## src/rtl/cmd_responder.sv

```systemverilog
// cmd_responder: target endpoint of the 204-bit configuration command bus.
// Decodes write/read commands addressed to MODULE_ID, maintains a local
// 32-bit register bank with write/read counters, and returns a two-stage
// pipelined read acknowledge word for every handled read.
module cmd_responder #(
   parameter logic [7:0]  MODULE_ID = 8'h01,
   parameter int unsigned REG_NUM   = 16
) (
   input  logic                   i_clk,
   input  logic                   w_core_rst_n,
   input  logic [203:0]           iv_wr_command,
   input  logic                   i_wr_command_wr,
   input  logic [203:0]           iv_rd_command,
   input  logic                   i_rd_command_wr,
   output logic [203:0]           ov_rd_command_ack,
   output logic                   o_rd_command_ack_wr,
   output logic [REG_NUM*32-1:0]  ov_cfg_regs,
   output logic                   o_cfg_update
);

   localparam logic [3:0]  TYPE_WR   = 4'h1;
   localparam logic [3:0]  TYPE_RD   = 4'h2;
   localparam logic [3:0]  ACK_OK    = 4'h3;
   localparam logic [3:0]  ACK_ERR   = 4'hF;
   localparam logic [31:0] ADDR_WCNT = 32'(REG_NUM);
   localparam logic [31:0] ADDR_RCNT = 32'(REG_NUM + 1);

   // command field decode
   logic [3:0]  wr_type;
   logic [7:0]  wr_id;
   logic [31:0] wr_addr;
   logic [31:0] wr_data;
   logic [3:0]  rd_type;
   logic [7:0]  rd_id;
   logic [31:0] rd_addr;
   logic        wr_hit;
   logic        rd_hit;

   assign wr_type = iv_wr_command[203:200];
   assign wr_id   = iv_wr_command[199:192];
   assign wr_addr = iv_wr_command[191:160];
   assign wr_data = iv_wr_command[31:0];
   assign rd_type = iv_rd_command[203:200];
   assign rd_id   = iv_rd_command[199:192];
   assign rd_addr = iv_rd_command[191:160];

   assign wr_hit = i_wr_command_wr && (wr_type == TYPE_WR) && (wr_id == MODULE_ID)
                   && (wr_addr < ADDR_WCNT);
   assign rd_hit = i_rd_command_wr && (rd_type == TYPE_RD) && (rd_id == MODULE_ID);

   // reserved fields and read-command data carry no meaning here
   logic unused_cmd_bits;
   assign unused_cmd_bits = ^{iv_wr_command[159:32], iv_rd_command[159:0]};

   // state
   logic [REG_NUM-1:0][31:0] regs_q, regs_d;
   logic [31:0]              wr_cnt_q, wr_cnt_d;
   logic [31:0]              rd_cnt_q, rd_cnt_d;
   logic                     cfg_update_q, cfg_update_d;
   logic                     s1_vld_q, s1_vld_d;
   logic [31:0]              s1_addr_q, s1_addr_d;
   logic [203:0]             ack_q, ack_d;
   logic                     ack_wr_q, ack_wr_d;

   // read mux result for the command held in S1
   logic        rd_ok;
   logic [31:0] rd_data;

   // write path: apply accepted write, bump wr_cnt, flag the update
   always_comb begin
      regs_d       = regs_q;
      wr_cnt_d     = wr_cnt_q;
      cfg_update_d = 1'b0;
      if (wr_hit) begin
         for (int unsigned k = 0; k < REG_NUM; k++) begin
            if (wr_addr == 32'(k)) begin
               regs_d[k] = wr_data;
            end
         end
         wr_cnt_d     = wr_cnt_q + 32'd1;
         cfg_update_d = 1'b1;
      end
   end

   // S2 read mux; sources the next-state bank/wr_cnt so a write strobed in
   // the same cycle the read sits in S1 is already visible in the ack
   always_comb begin
      rd_ok   = 1'b0;
      rd_data = '0;
      for (int unsigned k = 0; k < REG_NUM; k++) begin
         if (s1_addr_q == 32'(k)) begin
            rd_ok   = 1'b1;
            rd_data = regs_d[k];
         end
      end
      if (s1_addr_q == ADDR_WCNT) begin
         rd_ok   = 1'b1;
         rd_data = wr_cnt_d;
      end else if (s1_addr_q == ADDR_RCNT) begin
         rd_ok   = 1'b1;
         rd_data = rd_cnt_q;
      end
   end

   // read pipeline: S1 captures the decoded command, S2 forms and registers the ack
   always_comb begin
      s1_vld_d  = rd_hit;
      s1_addr_d = rd_hit ? rd_addr : s1_addr_q;
      ack_d     = ack_q;
      ack_wr_d  = 1'b0;
      rd_cnt_d  = rd_cnt_q;
      if (s1_vld_q) begin
         ack_wr_d = 1'b1;
         ack_d    = {(rd_ok ? ACK_OK : ACK_ERR), MODULE_ID, s1_addr_q, 128'd0,
                     (rd_ok ? rd_data : 32'd0)};
         if (rd_ok) begin
            rd_cnt_d = rd_cnt_q + 32'd1;
         end
      end
   end

   // state registers, asynchronous active-low reset
   always_ff @(posedge i_clk or negedge w_core_rst_n) begin
      if (!w_core_rst_n) begin
         regs_q       <= '0;
         wr_cnt_q     <= '0;
         rd_cnt_q     <= '0;
         cfg_update_q <= 1'b0;
         s1_vld_q     <= 1'b0;
         s1_addr_q    <= '0;
         ack_q        <= '0;
         ack_wr_q     <= 1'b0;
      end else begin
         regs_q       <= regs_d;
         wr_cnt_q     <= wr_cnt_d;
         rd_cnt_q     <= rd_cnt_d;
         cfg_update_q <= cfg_update_d;
         s1_vld_q     <= s1_vld_d;
         s1_addr_q    <= s1_addr_d;
         ack_q        <= ack_d;
         ack_wr_q     <= ack_wr_d;
      end
   end

   assign ov_cfg_regs         = regs_q;
   assign o_cfg_update        = cfg_update_q;
   assign ov_rd_command_ack   = ack_q;
   assign o_rd_command_ack_wr = ack_wr_q;

endmodule

```

## config.mk

```make
export PLATFORM = sky130hd
export DESIGN_NAME = cmd_responder
export DESIGN_NICKNAME = d
export VERILOG_FILES = /design/src/rtl/cmd_responder.sv
export SDC_FILE = /design/constraint.sdc
export NUM_CORES = 1
export LEC_CHECK = 0
export CAP_MARGIN = 20
export CELL_PAD_IN_SITES_DETAIL_PLACEMENT = 1
export CELL_PAD_IN_SITES_GLOBAL_PLACEMENT = 1
export CORE_AREA = 2 2 437 439
export CTS_CLUSTER_DIAMETER = 150
export CTS_CLUSTER_SIZE = 30
export DETAILED_ROUTE_END_ITERATION = 10
export DIE_AREA = 0 0 439 441
export PLACE_DENSITY = 0.43
export SETUP_SLACK_MARGIN = 0.5
export SKIP_CTS_REPAIR_TIMING = 1
export SYNTH_ARGS = -nofsm -noshare
export SYNTH_HDL_FRONTEND = slang
export SYNTH_SLANG_ARGS = --single-unit
```

## constraint.sdc

```tcl
create_clock -name i_clk -period 7.9 [get_ports i_clk]
set_input_delay 1.58 -clock i_clk [delete_from_list [all_inputs] [get_ports i_clk]]
set_output_delay 1.58 -clock i_clk [all_outputs]
set_load 0.03 [all_outputs]
```

After elaboration in Yosys (flattened, before gate mapping)
Index checks and enable logic that the tools add are counted.
{"block": "totals", "in_bits": 412, "elab_cells": 128, "out_inout_bits": 718, "regBits": 680}
{"block": "classes", "magnitude_cmp": 1, "n_addsub": 2, "mux": 58, "n_eq_ne": 36, "n_reduce_logical": 8}
{"operator": "$mux 32", "n": 36}
{"operator": "$eq 32x4->1 const B", "n": 16}
{"operator": "$mux 512", "n": 1}
{"operator": "$eq 32x3->1 const B", "n": 8}
{"operator": "$eq 32x2->1 const B", "n": 4}
{"operator": "$add 32x1->32 const B", "n": 2}
{"operator": "$eq 32x1->1 const B", "n": 2}
{"operator": "$eq 32x5->1 const B", "n": 2}
{"operator": "$logic_not 32->1", "n": 2}
{"operator": "$lt 32x5->1 const B", "n": 1}
{"operator": "$mux 1", "n": 20}
{"operator": "$eq 8x1->1 const B", "n": 2}
{"operator": "$logic_and 1x1->1", "n": 5}
{"operator": "$eq 4x1->1 const B", "n": 1}
{"operator": "$eq 4x2->1 const B", "n": 1}
{"operator": "$mux 4", "n": 1}
{"operator": "$reduce_and 2->1", "n": 1}

Logic depth before layout (Yosys ltp)
Gate-level depths: netlist (run 1).
{"block": "depth", "word_depth": 24, "mapped_depth": 13, "mapped_depth_nobuf": 10}

Worst setup path before layout (run 1)
No wires, ideal clock.
{"block": "synth_timing", "kind": "input port to flip-flop", "from": "in iv_wr_command[194]", "to": "reg ack_q[2], in the netlist ov_rd_command_ack[2]", "setup_time_ns": 0.135, "n_path_buf": 2, "slack_ns": 3.571, "t_arrival_ns": 4.194, "path_stages": 11, "cell_sequence": "nor4_2 and4_1 buf_4 buf_4 nand4_4 mux2_4 a22o_1 or4_1 a2111o_1 a221oi_1 o22ai_1"}
{"element": "start: declaration", "line": "11", "rtl": "input logic [203:0] iv_wr_command,"}
{"element": "end signal: assignment", "line": "140", "rtl": "ack_q <= ack_d;"}
{"element": "end: declaration", "line": "62", "rtl": "logic [203:0] ack_q, ack_d;"}

==> results.cfg, run 1 <==
[status]
status = finished, final reports clean

[power]
p_per_area_nw_per_um2 = 141
p_int_mw = 4.29
p_comb_share_pct = 6.2
switchingPower_mw = 1.69
pwr-share-clk_pct = 35.8
swShare_pct = 28.3
ir_drop_mv = 0.156
leakage_nw = 19.2
seq_power_share_pct = 58.0

[clock_network]
cts_buffer_depth = 3
cts_max_level = 1
numCtsBuffers = 30
clock_latency_ps = 720
cts_root_buf = clkbuf_16
clk_pin_slew_ps = 130
cts_sinks = 677
cts_tree = done

[global_route]
top_usage_layer = met2
grt_pass1_wl_mm = 256
use_met2_pct = 33.4
grt-ovfl-total = 0
antenna_found_initial = 19
track_usage_pct = 19.7
gr-usage-met3_pct = 5.09
grt_max_degree = 145
use_met1_pct = 25.1
grt_pass1_vias = 26100

[sta]
setup_viol = 0
max_freq_ghz = 0.169
slew_violations = 0
max_slew_margin_pct = 23.3
worstMarginPinSlew_ps = 1150
finClkSkew_ps = 33.9
fin_tns_setup_ps = 0
period_share_pct = 74.8
period_minus_slack_ps = 5910
whs_ps = 487
rsz0062_at_grt = false
hold_viol = 0

[yosys]
syn_area_per_cell_um2 = 12.0
yosys.area.top_type_share_pct = 54.4
netlist_top_cells_area = dfrtp_1 54%, mux2_2 18%, nand2_1 3.5%
yosysTopAreaCell = dfrtp_1
synth_edf_count = 0
yosysSeqAreaShare_pct = 54.4
synth-seq-cells = 677
synth_cell_types = 75
synth_top_flop_cell = dfrtp_1
synthArstFlopShare_pct = 100
synth_cells = 2599
synth_area_um2 = 31200
yosysWarningCount = 0

[drt]
drt_iter0_markers = 1532
dr.pass1.iters = 5
viasPerCell = 4.25
drt-total-wl_mm = 197
ant_nets = 0
vias = 24700
drc = 0
post_drt_wl_per_cell_um = 33.9

[cells_and_area]
fin_cells = 5818
final_util_pct = 22.4
final_nets = 3706
syn_to_final_growth_pct = 36.3
drive_gt1_share_pct = 22.5

[placed_design]
hpwl_mm = 149
port_buffers = 706
dpl.cell_count = 5770
gp_congestion = 0.803

[floorplan]
die_h_um = 441
die_area_um2 = 194000
fp.dieW_um = 439
core_region_area_um2 = 189000
placementRows = 160
initial_core_util_pct = 16.5
pin_count = 1130

[setup_path]
crit_fanout = 28
crit_required_ps = 8490
cp.arrival_ps = 6500
crit_type = input pin to flop
worstSetupEndpointType = flop
startpoint_type = input pin

[flow_run]
maxCapViolations = 0

[worst_hold_path]
hold_class = flop to flop
[worst max-delay path, stage by stage]
cell and delay, ps:
clkdlybuf4s50_1 410, nor4_2 320, and4_1 760, buf_4 340
nand4_1 330, buf_12 330, mux2_2 340, a22o_1 230
nor4_1 520, nand4_1 550, a221oi_1 440, buf_4 180
o22ai_1 60
[kinds of logic after synthesis]
logic type / share of synthesized area [%]
muxes: 18.4
DFF: 54.4
other: 0.0120
and+or+nand+nor: 9.41
adders and majority gates: 0.0803
AOI/OAI and AO/OA: 9.98
xor gates and xnor gates: 1.77
buffers and inverters: 5.99
[Yosys cell counts (all sizes together) (12+ instances only)]
library cell	count
inv	28
a31oi	15
nand4	45
nand3	48
nor4	20
a222oi	15
o21ai	24
nor3	31
o22ai	14
a22o	56
mux2i	12
a221oi	29
a21oi	38
mux2	498
dfrtp	677
clkbuf	138
nor2b	21
a22oi	76
nor2	65
and3	19
a211oi	18
buf	182
o221ai	21
nand2	293
xnor2	54
[sequential cells by signal, summed over array words and instances, names as in the netlist]
signal,cells
ov_cfg_regs,512
ov_rd_command_ack,66
rd_cnt_q,32
s1_addr_q,32
wr_cnt_q,32
o_cfg_update,1
o_rd_command_ack_wr,1
s1_vld_q,1
[final timing paths]
check                      slack (ps)  cells after the start                     to                from
max                              1990                     13  ov_rd_command_ack[23]  iv_wr_command[194]
max reg2reg                      2960                     12   ov_rd_command_ack[6]       s1_addr_q[31]
min                               490                      1           wr_cnt_q[31]        wr_cnt_q[31]
min reg2reg                       490                      1           wr_cnt_q[31]        wr_cnt_q[31]
min in group asynchronous         890                      1           s1_addr_q[8]        w_core_rst_n
max in group asynchronous        5430                      3               s1_vld_q        w_core_rst_n
[stage by stage]
step                instance area, um^2  setup slack [ps]  total power, mW
finish                            42500              1990             5.98
floorplan                         31700              3570             3.72
global route                      42500              1780             6.19
global placement                  41400              1140             3.91
CTS                               42400              1870             6.09
detailed placement                41500              1100             3.92
[layer usage]
metal / routed length (um) / vias up
met1: 85000 / 13200
met4: 4620 / 10
met5: 56 / -
li1: - / 10600
met3: 13300 / 127
met2: 94200 / 809
[cell usage in the layout (no fill, tap or decap), drive strengths merged, types with 54 or more instances in the layout]
cell,instances
xnor2,54
buf,142
nor2,65
conb,135
nand2,293
dfrtp,677
mux2,498
a22oi,76
clkdlybuf4s50,705
a22o,56
[layout make-up]
type | instances | area (um^2)
clock inverters | 12 | 178
well taps | 2511 | 3140
multi-input cells | 1707 | 13100
inverters | 29 | 109
repair buffers | 847 | 8260
fillers | 21200 | 147000
clock buffers | 31 | 764
flip-flops and latches | 677 | 16900
diodes | 4 | 10.0
[power by group through the flow]
stage	clock network [mW]	logic [mW]	registers [mW]
final	2.14	0.373	3.47
after global routing	2.31	0.403	3.47
after CTS	2.24	0.384	3.47
after detailed placement	0	0.384	3.53
after global placement	0	0.380	3.53
after floorplan	0	0.182	3.54
No activity file was read; power rests on OpenSTA's default activity.
==> inputs of run 2 (changes only) <==
- CORE_AREA: 2 2 437 439 -> 2 2 442 444
- DIE_AREA: 0 0 439 441 -> 0 0 444 446
- PLACE_DENSITY: 0.43 -> 0.44
- clock period: 7.9 -> 5.1 ns (I/O delays scaled with it)
==> run 2 against run 1 <==
Against the previous run:
- utilization increased by 0.13 points
- critical path depth increased by 2
- via count increased by 2.3%
- sequential share of layout area decreased by 1.1 points
- clock skew increased by 14 ps
- cell area increased by 2.9%
- total power increased by 54%
- clock-buffer cell count decreased by 2
- hold slack got worse by 75 ps
- clock power increased by 50%
- critical path type unchanged
- critical endpoint is now ov_rd_command_ack[4]
- largest cell class unchanged
==> results.cfg, run 2 (synthesized netlist as in run 1, its figures left out) <==
[setup_path]
worstSetupEndpointType = flop
setup.worst_path.start = iv_wr_command[183]
crit_fanout = 9
startpoint_type = input pin
crit_required_ps = 5660
r2r_start = s1_addr_q[21]
reg2regPathDepth = 12
crit_type = input pin to flop
cp.arrival_ps = 4960

[global_route]
grt_max_degree = 108
grt_pass1_wl_mm = 261
grt_pass1_vias = 26900
grt-ovfl-total = 0
track_usage_pct = 19.5
antenna_found_initial = 17

[sta]
max_freq_ghz = 0.227
max_slew_margin_pct = 21.9
finClkSkew_ps = 47.5
rsz0062_at_grt = false
period_minus_slack_ps = 4400
setup_viol = 0
slew_violations = 0
worstMarginPinSlew_ps = 1170
hold_viol = 0
worst_slack_ps = 700
fin_tns_setup_ps = 0
period_share_pct = 86.3

[clock_network]
numCtsBuffers = 29
clk_pin_slew_ps = 130
cts_tree = done
cts_root_buf = clkbuf_16
cts_max_level = 1
cts_buffer_depth = 3
clock_latency_ps = 710
cts_sinks = 677

[power]
power_mw = 9.19
ir_drop_mv = 0.261
p_per_area_nw_per_um2 = 210
leakage_nw = 19.8

[drt]
dr.pass1.iters = 6
drt-total-wl_mm = 200
post_drt_wl_per_cell_um = 33.4
wl_met2_mm = 93.5
met1_length_mm = 84.1
viasPerCell = 4.22
wl_met3_mm = 14.8
ant_nets = 0
vias = 25300
drt_iter0_markers = 1634
highest_layer = met5
drc = 0

[floorplan]
placementRows = 162
pin_count = 1130
die_area_um2 = 198000
fp.dieW_um = 444
die_h_um = 446
initial_core_util_pct = 16.1
core_region_area_um2 = 194000

[cells_and_area]
largest_register_ff_count = 512
mostFrequentLayoutCells = 705 x clkdlybuf4s50_1, 676 x dfrtp_1, 496 x mux2_2
drive_gt1_share_pct = 25.7
syn_to_final_growth_pct = 40.2
final_common_cell = clkdlybuf4s50_1
final_nets = 3843

[status]
status = finished, final reports clean

[flow_run]
maxCapViolations = 0

[placed_design]
gp_congestion = 0.811
port_buffers = 706
hpwl_mm = 156
preCtsSetupSlack_ps = -215

[worst_hold_path]
hold_class = input pin to async pin
run 2: critical path, cell delays in order:
cell and delay [ps]:
clkdlybuf4s50_1 400, nor4_1 290, buf_4 180, and4_1 230, buf_12 160, buf_12 130, nand4_4 220, buf_4 270
mux2_2 290, a222oi_1 420, o2111ai_1 270, a2111o_1 410, buf_4 210, a221oi_1 320, o22ai_1 110
run 2: path summary, 6_finish.rpt:
| path | endpoint | slack, ps |
|---|---|---|
| max | ov_rd_command_ack[4] | 700 |
| min | ov_rd_command_ack[191] | 410 |
| max reg2reg | ov_rd_command_ack[19] | 970 |
| min reg2reg | wr_cnt_q[31] | 480 |
| max in group asynchronous | ov_rd_command_ack[24] | 3380 |
| min in group i_clk | wr_cnt_q[31] | 480 |
run 2: through the flow:
stage               hold WS (ps)  util, %  cells  cell area, um^2
finish                       413     22.6   5985            43700
global route                 457     22.6   5980            43700
CTS                          446     22.6   5979            43700
detailed placement           461     22.1   5939            42800
global placement             454     22.1   5937            42700
floorplan                    436        -   2733            31700
run 2: layer usage:
layer / vias up / track usage [%]
met1: 13400 / 24.1
met5: - / 0
met4: 12 / 5.73
met2: 868 / 32.6
li1: 10800 / -
met3: 143 / 5.61
run 2: layout make-up:
cell class              count  area [um^2]
clock inverters            11          165
diodes                      5         12.5
well taps                2542         3180
multi-input cells        1707        13100
flip-flops and latches    677        16900
inverters                  29          109
clock buffers              29          726
repair buffers            985         9500
fillers                 21600       150000
run 2: power by group:
group | internal (mW) | switching [mW]
Clock | 1.14 | 2.08
Combinational | 0.138 | 0.458
Sequential | 5.37 | 0.00265
Total | 6.65 | 2.54
